<file path="src/rtl/aer_arb_pkg.sv">
// Shared types and defaults for the AER link arbiter.
package aer_arb_pkg;

  typedef enum logic [1:0] {IDLE, REQ, RELEASE} arb_state_t;
  typedef enum logic {GRANT_ENC, GRANT_HOST} grant_t;

  localparam int unsigned AER_W_DEFAULT = 10;

endpackage

</file>
<file path="src/rtl/aer_req_slot.sv">
// One-entry event slot: VALID rising-edge capture, pending flag, overrun pulse.
module aer_req_slot
  import aer_arb_pkg::*;
#(
  parameter int unsigned AER_W = AER_W_DEFAULT
) (
  input  logic             CLK,
  input  logic             RST,
  input  logic             VALID,
  input  logic [AER_W-1:0] ADDR,
  input  logic             CLR,
  output logic             PENDING,
  output logic [AER_W-1:0] SLOT_ADDR,
  output logic             OVERRUN
);

  logic valid_d;
  logic rise_c;

  assign rise_c = VALID & ~valid_d;

  // A clear in the same cycle as a new edge frees the slot for that edge.
  always_ff @(posedge CLK or posedge RST) begin
    if (RST) begin
      valid_d   <= 1'b0;
      PENDING   <= 1'b0;
      SLOT_ADDR <= '0;
      OVERRUN   <= 1'b0;
    end else begin
      valid_d <= VALID;
      OVERRUN <= rise_c & PENDING & ~CLR;
      if (rise_c && (!PENDING || CLR)) begin
        PENDING   <= 1'b1;
        SLOT_ADDR <= ADDR;
      end else if (CLR) begin
        PENDING <= 1'b0;
      end
    end
  end

endmodule

</file>
<file path="src/rtl/aer_link_arbiter.sv">
// Arbitrates the encoder and host event slots onto one four-phase AER link,
// with per-phase timeout and sticky error flags.
module aer_link_arbiter
  import aer_arb_pkg::*;
#(
  parameter int unsigned AER_W       = AER_W_DEFAULT,
  parameter int unsigned ACK_TIMEOUT = 1024
) (
  input  logic             CLK,
  input  logic             RST,
  input  logic [AER_W-1:0] ENC_ADDR,
  input  logic             ENC_VALID,
  output logic             ENC_BUSY,
  input  logic [AER_W-1:0] HOST_ADDR,
  input  logic             HOST_VALID,
  output logic             HOST_BUSY,
  output logic [AER_W-1:0] AERIN_ADDR,
  output logic             AERIN_REQ,
  input  logic             AERIN_ACK,
  output logic             TIMEOUT_ERR,
  output logic             OVERRUN_ERR
);

  localparam int unsigned CNT_W = (ACK_TIMEOUT == 0) ? 1 : $clog2(ACK_TIMEOUT + 1);

  arb_state_t       state;
  grant_t           grant;
  grant_t           last_grant;
  logic [CNT_W-1:0] cnt;

  logic             enc_pend, host_pend;
  logic [AER_W-1:0] enc_addr, host_addr;
  logic             enc_ovr, host_ovr;

  logic             both_c;
  grant_t           pick_c;
  logic [CNT_W-1:0] cnt_inc_c;
  logic             timeout_c;
  logic             rel_done_c;
  logic             abort_c;
  logic             clr_any_c;
  logic             enc_clr_c, host_clr_c;

  aer_req_slot #(.AER_W(AER_W)) u_enc_slot (
    .CLK       (CLK),
    .RST       (RST),
    .VALID     (ENC_VALID),
    .ADDR      (ENC_ADDR),
    .CLR       (enc_clr_c),
    .PENDING   (enc_pend),
    .SLOT_ADDR (enc_addr),
    .OVERRUN   (enc_ovr)
  );

  aer_req_slot #(.AER_W(AER_W)) u_host_slot (
    .CLK       (CLK),
    .RST       (RST),
    .VALID     (HOST_VALID),
    .ADDR      (HOST_ADDR),
    .CLR       (host_clr_c),
    .PENDING   (host_pend),
    .SLOT_ADDR (host_addr),
    .OVERRUN   (host_ovr)
  );

  assign ENC_BUSY  = enc_pend;
  assign HOST_BUSY = host_pend;

  // Round-robin pointer only moves on contested grants.
  assign both_c = enc_pend & host_pend;
  always_comb begin
    pick_c = GRANT_HOST;
    if (both_c)        pick_c = (last_grant == GRANT_HOST) ? GRANT_ENC : GRANT_HOST;
    else if (enc_pend) pick_c = GRANT_ENC;
  end

  assign cnt_inc_c  = cnt + CNT_W'(1);
  assign timeout_c  = (ACK_TIMEOUT != 0) && (cnt_inc_c == CNT_W'(ACK_TIMEOUT));
  assign rel_done_c = (state == RELEASE) && !AERIN_ACK;
  assign abort_c    = timeout_c &&
                      (((state == REQ) && !AERIN_ACK) || ((state == RELEASE) && AERIN_ACK));
  assign clr_any_c  = rel_done_c | abort_c;
  assign enc_clr_c  = clr_any_c && (grant == GRANT_ENC);
  assign host_clr_c = clr_any_c && (grant == GRANT_HOST);

  always_ff @(posedge CLK or posedge RST) begin
    if (RST) begin
      state       <= IDLE;
      grant       <= GRANT_ENC;
      last_grant  <= GRANT_HOST;
      cnt         <= '0;
      AERIN_REQ   <= 1'b0;
      AERIN_ADDR  <= '0;
      TIMEOUT_ERR <= 1'b0;
      OVERRUN_ERR <= 1'b0;
    end else begin
      if (enc_ovr || host_ovr) OVERRUN_ERR <= 1'b1;
      case (state)
        IDLE: begin
          cnt <= '0;
          if (enc_pend || host_pend) begin
            state      <= REQ;
            grant      <= pick_c;
            AERIN_REQ  <= 1'b1;
            AERIN_ADDR <= (pick_c == GRANT_ENC) ? enc_addr : host_addr;
            if (both_c) last_grant <= pick_c;
          end
        end
        REQ: begin
          if (AERIN_ACK) begin
            state     <= RELEASE;
            AERIN_REQ <= 1'b0;
            cnt       <= '0;
          end else if (abort_c) begin
            state       <= IDLE;
            AERIN_REQ   <= 1'b0;
            cnt         <= '0;
            TIMEOUT_ERR <= 1'b1;
          end else begin
            cnt <= cnt_inc_c;
          end
        end
        RELEASE: begin
          if (!AERIN_ACK) begin
            state <= IDLE;
            cnt   <= '0;
          end else if (abort_c) begin
            state       <= IDLE;
            cnt         <= '0;
            TIMEOUT_ERR <= 1'b1;
          end else begin
            cnt <= cnt_inc_c;
          end
        end
        default: begin
          state     <= IDLE;
          AERIN_REQ <= 1'b0;
          cnt       <= '0;
        end
      endcase
    end
  end

endmodule
</file>
<file path="config.mk">
export PLATFORM = sky130hd
export DESIGN_NAME = aer_link_arbiter
export DESIGN_NICKNAME = d
export VERILOG_FILES = /design/src/rtl/aer_arb_pkg.sv /design/src/rtl/aer_req_slot.sv /design/src/rtl/aer_link_arbiter.sv
export SDC_FILE = /design/constraint.sdc
export NUM_CORES = 1
export LEC_CHECK = 0
export CAP_MARGIN = 20
export CELL_PAD_IN_SITES_DETAIL_PLACEMENT = 1
export CELL_PAD_IN_SITES_GLOBAL_PLACEMENT = 1
export CORE_AREA = 5 5 82 84
export CTS_CLUSTER_SIZE = 20
export DETAILED_ROUTE_END_ITERATION = 10
export DIE_AREA = 0 0 87 89
export PLACE_DENSITY_LB_ADDON = 0.1
export SLEW_MARGIN = 5
export SYNTH_ARGS = -nofsm -noshare
export SYNTH_HDL_FRONTEND = slang
export SYNTH_HIERARCHICAL = 1
export SYNTH_SLANG_ARGS = --single-unit
</file>
<file path="constraint.sdc">
create_clock -name CLK -period 4.3 [get_ports CLK]
set_clock_uncertainty 0.2 [all_clocks]
set_input_delay 0.645 -clock CLK [delete_from_list [all_inputs] [get_ports CLK]]
set_output_delay 0.645 -clock CLK [all_outputs]
set_load 0.01 [all_outputs]
</file>
==> flow_summary.json, run 1 <==
{
  "crit_required_ns": 4.29,
  "syn_to_final_growth_pct": 20.9,
  "fp.dieArea_um2": 7740,
  "n_antenna_cell": 0,
  "yosysSeqAreaShare_pct": 52.1,
  "initial_core_util_pct": 44.3,
  "maxSlewViolCount": 0,
  "die_y_um": 89,
  "htreeDepth": 2,
  "critPathArrivalTime_ns": 3.07,
  "sequentialPowerShare_pct": 43.3,
  "route.detailed.drc": 0,
  "clk_pin_slew_worst_paths_ns": 0.09,
  "p_leak_nw": 1.35,
  "antenna_found_initial": 0,
  "swShare_pct": 31.5,
  "finalSetupViolations": 0,
  "clkLatencyLatePin_ns": 0.30,
  "clkPwrFrac_pct": 18.9,
  "finalHoldViolCount": 0,
  "gp_congestion": 0.774,
  "yosysWarnings": 6,
  "relSlewSlack_pct": 41.7,
  "p_int_w": 0.00125,
  "cts_sinks": 54,
  "grt_pass1_vias": 1910,
  "nNetsFinal": 288,
  "path_class": "reg -> reg",
  "syn_area_per_cell_um2": 11.9,
  "ir_worst_vdd_mv": 0.243,
  "cp_max_fo": 10,
  "power.switching_w": 0.000577,
  "cpPeakStageDelay_ns": 0.42,
  "maxCapViolations": 0,
  "status": "finished, final reports clean",
  "cts_tree": "done",
  "cp_slowest_cell": "nor2b_4",
  "viasPerCell": 5.11,
  "fin_cells": 333,
  "synth_fp_nets": 248,
  "syn_inst": 218,
  "drt-initial-drc-count": 38,
  "hpwlAfterDp_um": 4100,
  "clockBufferDepth": 2,
  "fmax_ghz": 0.324,
  "cts_repair_resize_count": 0,
  "cts_post_setup_buffers_inserted": 0,
  "cts-hold-fix-buffers": 0,
  "overflow": 0,
  "vias": 1700,
  "root_buffer": "clkbuf_8",
  "pwr_density_cell_nw_per_um2": 583,
  "grt_use_total_pct": 15.9,
  "dp_cells": 326,
  "io_buffers": 39,
  "finalCriticalPeriod_ns": 3.08,
  "core-area_um2": 5850,
  "dr.pass1.iters": 4,
  "min_period_over_period_pct": 71.7,
  "crit_path_start_kind": "flip-flop",
  "numCtsBuffers": 5,
  "fin_tns_setup_ns": 0,
  "std_cell_rows": 28,
  "pwr-share-comb_pct": 37.8,
  "yosysUniqueCellTypes": 40,
  "crit_chain": "ha_1, nand2_1, a2111oi_2, o2111a_2, a211oi_1, nor3b_1, nand2b_4, nor2b_4, mux2_4",
  "ant_nets": 0,
  "layout-drive-gt1-share_pct": 16.3,
  "syn-cell-area_um2": 2590,
  "io_pins": 40,
  "worstHoldPathType": "reg -> reg",
  "critPathCaptureType": "flip-flop",
  "die_x_um": 87,
  "worst_slew_pin_slew_ns": 0.874,
  "grt_pass1_wl_um": 9560,
  "post_drt_wl_per_cell_um": 16.6,
  "routed_wl_um": 5510,
  "synth-seq-cells": 54,
  "grt_max_degree": 23,
  "rsz0062_at_grt": "no"
}
-- kinds of logic after synthesis --
family | share of synthesized area (%)
adder cells (fa/ha/maj) | 2.41
AO/OA/AOI/OAI | 7.53
buffers and inverters | 4.53
AND/OR/NAND/NOR | 14.6
multiplexers | 15.4
XOR/XNOR | 3.38
flip-flops | 52.1
-- cells in the final DEF, fill, tap and decap left out, types with 2 or more instances in the layout --
master / synthesis / layout
nand2_1: 18 / 18
nor4_1: 2 / 2
nor2_1: 22 / 22
xnor2_1: 7 / 7
o22ai_1: 2 / 2
ha_1: 5 / 5
clkbuf_8: 0 / 6
o21ai_0: 15 / 13
clkdlybuf4s50_1: 0 / 39
buf_4: 0 / 2
dfrtp_1: 53 / 53
a21oi_1: 4 / 4
mux2_4: 20 / 20
nor3_1: 2 / 2
nand2b_4: 4 / 4
mux2i_1: 10 / 10
inv_1: 12 / 12
xor2_1: 3 / 3
nand3_1: 7 / 7
nor2b_1: 2 / 2
or3_1: 2 / 2
nand4_1: 3 / 3
nor2b_4: 2 / 2
-- metal layers --
metal | GRT usage, % | vias up | share of wire [%]
met4 | 4.67 | 0 | 0.94
met3 | 3.13 | 7 | 3.4
met5 | 0 | - | 0
li1 | - | 825 | -
met1 | 19.8 | 843 | 44
met2 | 28.0 | 25 | 51
-- cells in the mapped netlist --
master / count / area, um2
dfrtp_1: 53 / 1330
nor2_1: 22 / 82.6
mux2_4: 20 / 300
nand2_1: 18 / 67.6
o21ai_0: 15 / 75.1
inv_1: 12 / 45.0
mux2i_1: 10 / 100
nand3_1: 7 / 35.0
xnor2_1: 7 / 61.3
ha_1: 5 / 62.6
a21oi_1: 4 / 20.0
nand2b_4: 4 / 55.1
clkbuf_1: 3 / 11.3
nand4_1: 3 / 18.8
xor2_1: 3 / 26.3
buf_12: 2 / 40.0
nor2b_1: 2 / 12.5
nor2b_4: 2 / 27.5
nor3_1: 2 / 10.0
nor4_1: 2 / 12.5
o22ai_1: 2 / 12.5
or3_1: 2 / 12.5
a2111oi_0: 1 / 8.76
a2111oi_2: 1 / 15.0
a211oi_1: 1 / 7.51
a21o_1: 1 / 7.51
and3_1: 1 / 6.26
and4_4: 1 / 11.3
buf_2: 1 / 5.00
buf_6: 1 / 11.3
clkbuf_2: 1 / 5.00
dfstp_2: 1 / 26.3
nand2b_1: 1 / 6.26
nor3b_1: 1 / 7.51
nor4_2: 1 / 12.5
o2111a_2: 1 / 12.5
o21a_1: 1 / 7.51
o221ai_1: 1 / 8.76
o31a_2: 1 / 10.0
o32a_1: 1 / 10.0
-- metrics by stage --
step | util, % | total power (W) | cell area [um2] | setup WS [ns] | hold slack, ns
2_1_floorplan | - | 0.00126 | 2590 | 1.67 | 0.212
3_3_place_gp | 51.7 | 0.00148 | 3020 | 1.23 | 0.234
3_5_place_dp | 51.7 | 0.00151 | 3020 | 1.26 | 0.231
4_1_cts | 53.6 | 0.00186 | 3140 | 1.19 | 0.261
5_1_grt | 53.6 | 0.00197 | 3140 | 1.01 | 0.273
6_report | 53.6 | 0.00183 | 3140 | 1.22 | 0.252
-- critical path: cells and delay by family (launching register included) --
kind | cells | cell delay (ns)
mux | 1 | 0.34
simple gates | 4 | 1.00
fa+ha+maj | 1 | 0.28
compound gates | 3 | 0.76
flops | 1 | 0.39
-- layout make-up --
type,count,area [um2]
fill,613,2710
clock buffer,6,82.6
timing repair buffer,41,405
inverter,12,45.0
multi-input combinational,144,1130
sequential,54,1350
tap,75,93.8
clock inverter,1,30.0
-- power by group through the flow --
stage | registers, W | clock network (W) | logic [W]
6_report | 0.000793 | 0.000346 | 0.000692
5_1_grt | 0.000818 | 0.000379 | 0.000770
4_1_cts | 0.000797 | 0.000362 | 0.000704
3_5_place_dp | 0.000802 | 0 | 0.000703
3_3_place_gp | 0.000797 | 0 | 0.000688
2_1_floorplan | 0.000795 | 0 | 0.000463
-- sequential cells by signal, indices dropped and copies added, names as in the netlist --
| signal | count |
|---|---|
| u_host_slot/SLOT_ADDR | 10 |
| u_enc_slot/OVERRUN | 1 |
| u_host_slot/valid_d | 1 |
| u_enc_slot/SLOT_ADDR | 10 |
| u_host_slot/PENDING | 1 |
| AERIN_ADDR | 10 |
| cnt | 11 |
| state | 2 |
| TIMEOUT_ERR | 1 |
| u_host_slot/OVERRUN | 1 |
| u_enc_slot/valid_d | 1 |
| AERIN_REQ | 1 |
| OVERRUN_ERR | 1 |
| last_grant | 1 |
| u_enc_slot/PENDING | 1 |
| grant | 1 |
-- path summary, 6_finish.rpt --
path | from | end | slack [ns] | cells past startpoint
setup / recovery | cnt[0] | u_host_slot/SLOT_ADDR[1] | 1.22 | 9
hold / removal | u_enc_slot/OVERRUN | OVERRUN_ERR | 0.25 | 1
setup reg to reg | cnt[0] | u_host_slot/SLOT_ADDR[1] | 1.22 | 9
hold reg to reg | u_enc_slot/OVERRUN | OVERRUN_ERR | 0.25 | 1
max in group asynchronous | RST | cnt[10] | 2.54 | 3
min in group asynchronous | RST | u_enc_slot/valid_d | 0.55 | 2
No activity file was read; power rests on OpenSTA's default activity.
==> run 2: changes to the inputs <==
CORE_AREA = 5 5 84 86   (was 5 5 82 84)
DIE_AREA = 0 0 89 91   (was 0 0 87 89)
clock period = 3.2 ns   (was 4.3 ns; I/O delays follow)
==> flow_summary.json, run 2 (synthesis gave the netlist of run 1 again) <==
{
  "finalCoreUtilization_pct": 51.7,
  "critPathCaptureType": "flip-flop",
  "ir_worst_vdd_mv": 0.350,
  "cts_sinks": 54,
  "p_leak_nw": 1.39,
  "syn_to_final_growth_pct": 23.7,
  "critPathArrivalTime_ns": 3.00,
  "p_int_w": 0.00179,
  "finalSetupViolations": 0,
  "gp_congestion": 0.772,
  "status": "finished, final reports clean",
  "crit_required_ns": 3.19,
  "met3_usage_pct": 3.08,
  "rsz0062_at_grt": "no",
  "routed_wl_um": 5770,
  "rr_endpoint": "u_enc_slot/SLOT_ADDR[0]",
  "pwr-share-comb_pct": 37.2,
  "vias": 1731,
  "crit_path_start_kind": "flip-flop",
  "std_cell_rows": 29,
  "relSlewSlack_pct": 61.7,
  "io_pins": 40,
  "min_to": "OVERRUN_ERR",
  "cp_max_fo": 10,
  "grt_busiest_layer": "met2",
  "clkPwrFrac_pct": 21.7,
  "fmax_ghz": 0.332,
  "rr_worst_depth": 9,
  "clockBufferDepth": 2,
  "worstHoldPathCells": 1,
  "worstHoldPathType": "reg -> reg",
  "dr.pass1.iters": 4,
  "regMostFlops": "cnt",
  "hpwlAfterDp_um": 4260,
  "sequentialPowerShare_pct": 41.1,
  "r2r_start": "cnt[0]",
  "viasPerCell": 5.09,
  "grt_use_total_pct": 15.4,
  "grt_max_degree": 22,
  "die_x_um": 89,
  "numCtsBuffers": 5,
  "ff2ff_setup_slack_ns": 0.19,
  "worst_slew_pin_slew_ns": 0.574,
  "overflow": 0,
  "antenna_found_initial": 0,
  "route.detailed.drc": 0,
  "swShare_pct": 30.8,
  "hold_start": "u_host_slot/OVERRUN",
  "htreeDepth": 2,
  "maxCapViolations": 0,
  "pwr_density_cell_nw_per_um2": 806,
  "crit_start": "cnt[0]",
  "die_y_um": 91,
  "grt_pass1_vias": 1891,
  "ant_nets": 0,
  "root_buffer": "clkbuf_8",
  "fin_tns_setup_ns": 0,
  "nNetsFinal": 292,
  "io_buffers": 39,
  "min_period_over_period_pct": 94.0,
  "power.switching_w": 0.000796,
  "grt.met1_usage_pct": 20.4,
  "grt_pass1_wl_um": 9650,
  "maxSlewViolCount": 0,
  "drt-initial-drc-count": 44,
  "fp.dieArea_um2": 8100,
  "path_class": "reg -> reg",
  "core-area_um2": 6200,
  "initial_core_util_pct": 41.8,
  "cts_tree": "done",
  "final_cell_mix": "dfrtp_1 (53), clkdlybuf4s50_1 (39), nor2_1 (22)",
  "finalHoldViolCount": 0,
  "n_antenna_cell": 0,
  "grt_util_met2_pct": 25.4,
  "layout-drive-gt1-share_pct": 17.5,
  "clkLatencyLatePin_ns": 0.31,
  "clk_pin_slew_worst_paths_ns": 0.10,
  "finalCriticalPeriod_ns": 3.01,
  "final_common_cell": "dfrtp_1",
  "post_drt_wl_per_cell_um": 17.0,
  "largest_reg_flops": 11,
  "totalPowerFinal_w": 0.00258
}
[run 2: cell type report]
cell class                      count  area, um2
Multi-Input combinational cell    144       1120
Timing Repair Buffer               45        448
Inverter                           12       45.0
Tap cell                           77       96.3
Fill cell                         661       3000
Clock buffer                        6       82.6
Sequential cell                    54       1350
Clock inverter                      2       60.1
[run 2: per-layer routing]
| layer | vias to the layer above | routed length, um |
|---|---|---|
| li1 | 833 | - |
| met1 | 866 | 2620 |
| met2 | 25 | 2930 |
| met3 | 7 | 160 |
| met4 | 0 | 63 |
| met5 | - | 0 |
[run 2: what timing repair did]
action	in CTS	in global routing
setup endpoints to repair	0	10
gates resized for setup	0	0
buffers inserted	0	1
hold buffers	0	0
hold endpoints to repair	0	0
[run 2: worst max path at each step]
stage	endpoint	slack, ns	cells past startpoint
6_report	u_enc_slot/SLOT_ADDR[0]	0.19	9
5_1_grt	u_enc_slot/SLOT_ADDR[0]	0.02	9
4_1_cts	u_host_slot/SLOT_ADDR[5]	0.05	9
3_5_place_dp	u_host_slot/SLOT_ADDR[5]	0.09	9
3_3_place_gp	u_host_slot/SLOT_ADDR[8]	0.19	9
2_1_floorplan	u_host_slot/SLOT_ADDR[0]	0.57	10
[run 2: worst max-delay path: stages, from the launching register on]
cell and delay (ns):
dfrtp_1 0.41, ha_1 0.27, nand2_1 0.13, a2111oi_2 0.35
o2111a_2 0.33, a211oi_1 0.08, nor3_1 0.19, nand2b_4 0.16
nor2b_4 0.44, mux2_4 0.34
[run 2: through the flow]
stage	worst slack, ns	cells	hold WS (ns)	instance area (um2)
global placement	0.193	331	0.228	3050
finish	0.190	340	0.251	3210
detailed placement	0.0856	331	0.231	3050
global route	0.0249	340	0.282	3210
CTS	0.0460	339	0.258	3190
floorplan	0.570	218	0.157	2590
[run 2: power groups by stage]
stage,combinational (W),clock (W),sequential [W]
3_5_place_dp,0.000970,0,0.00108
6_report,0.000961,0.000562,0.00106
2_1_floorplan,0.000623,0,0.00107
4_1_cts,0.000981,0.000579,0.00107
3_3_place_gp,0.000948,0,0.00107
5_1_grt,0.00106,0.000613,0.00109
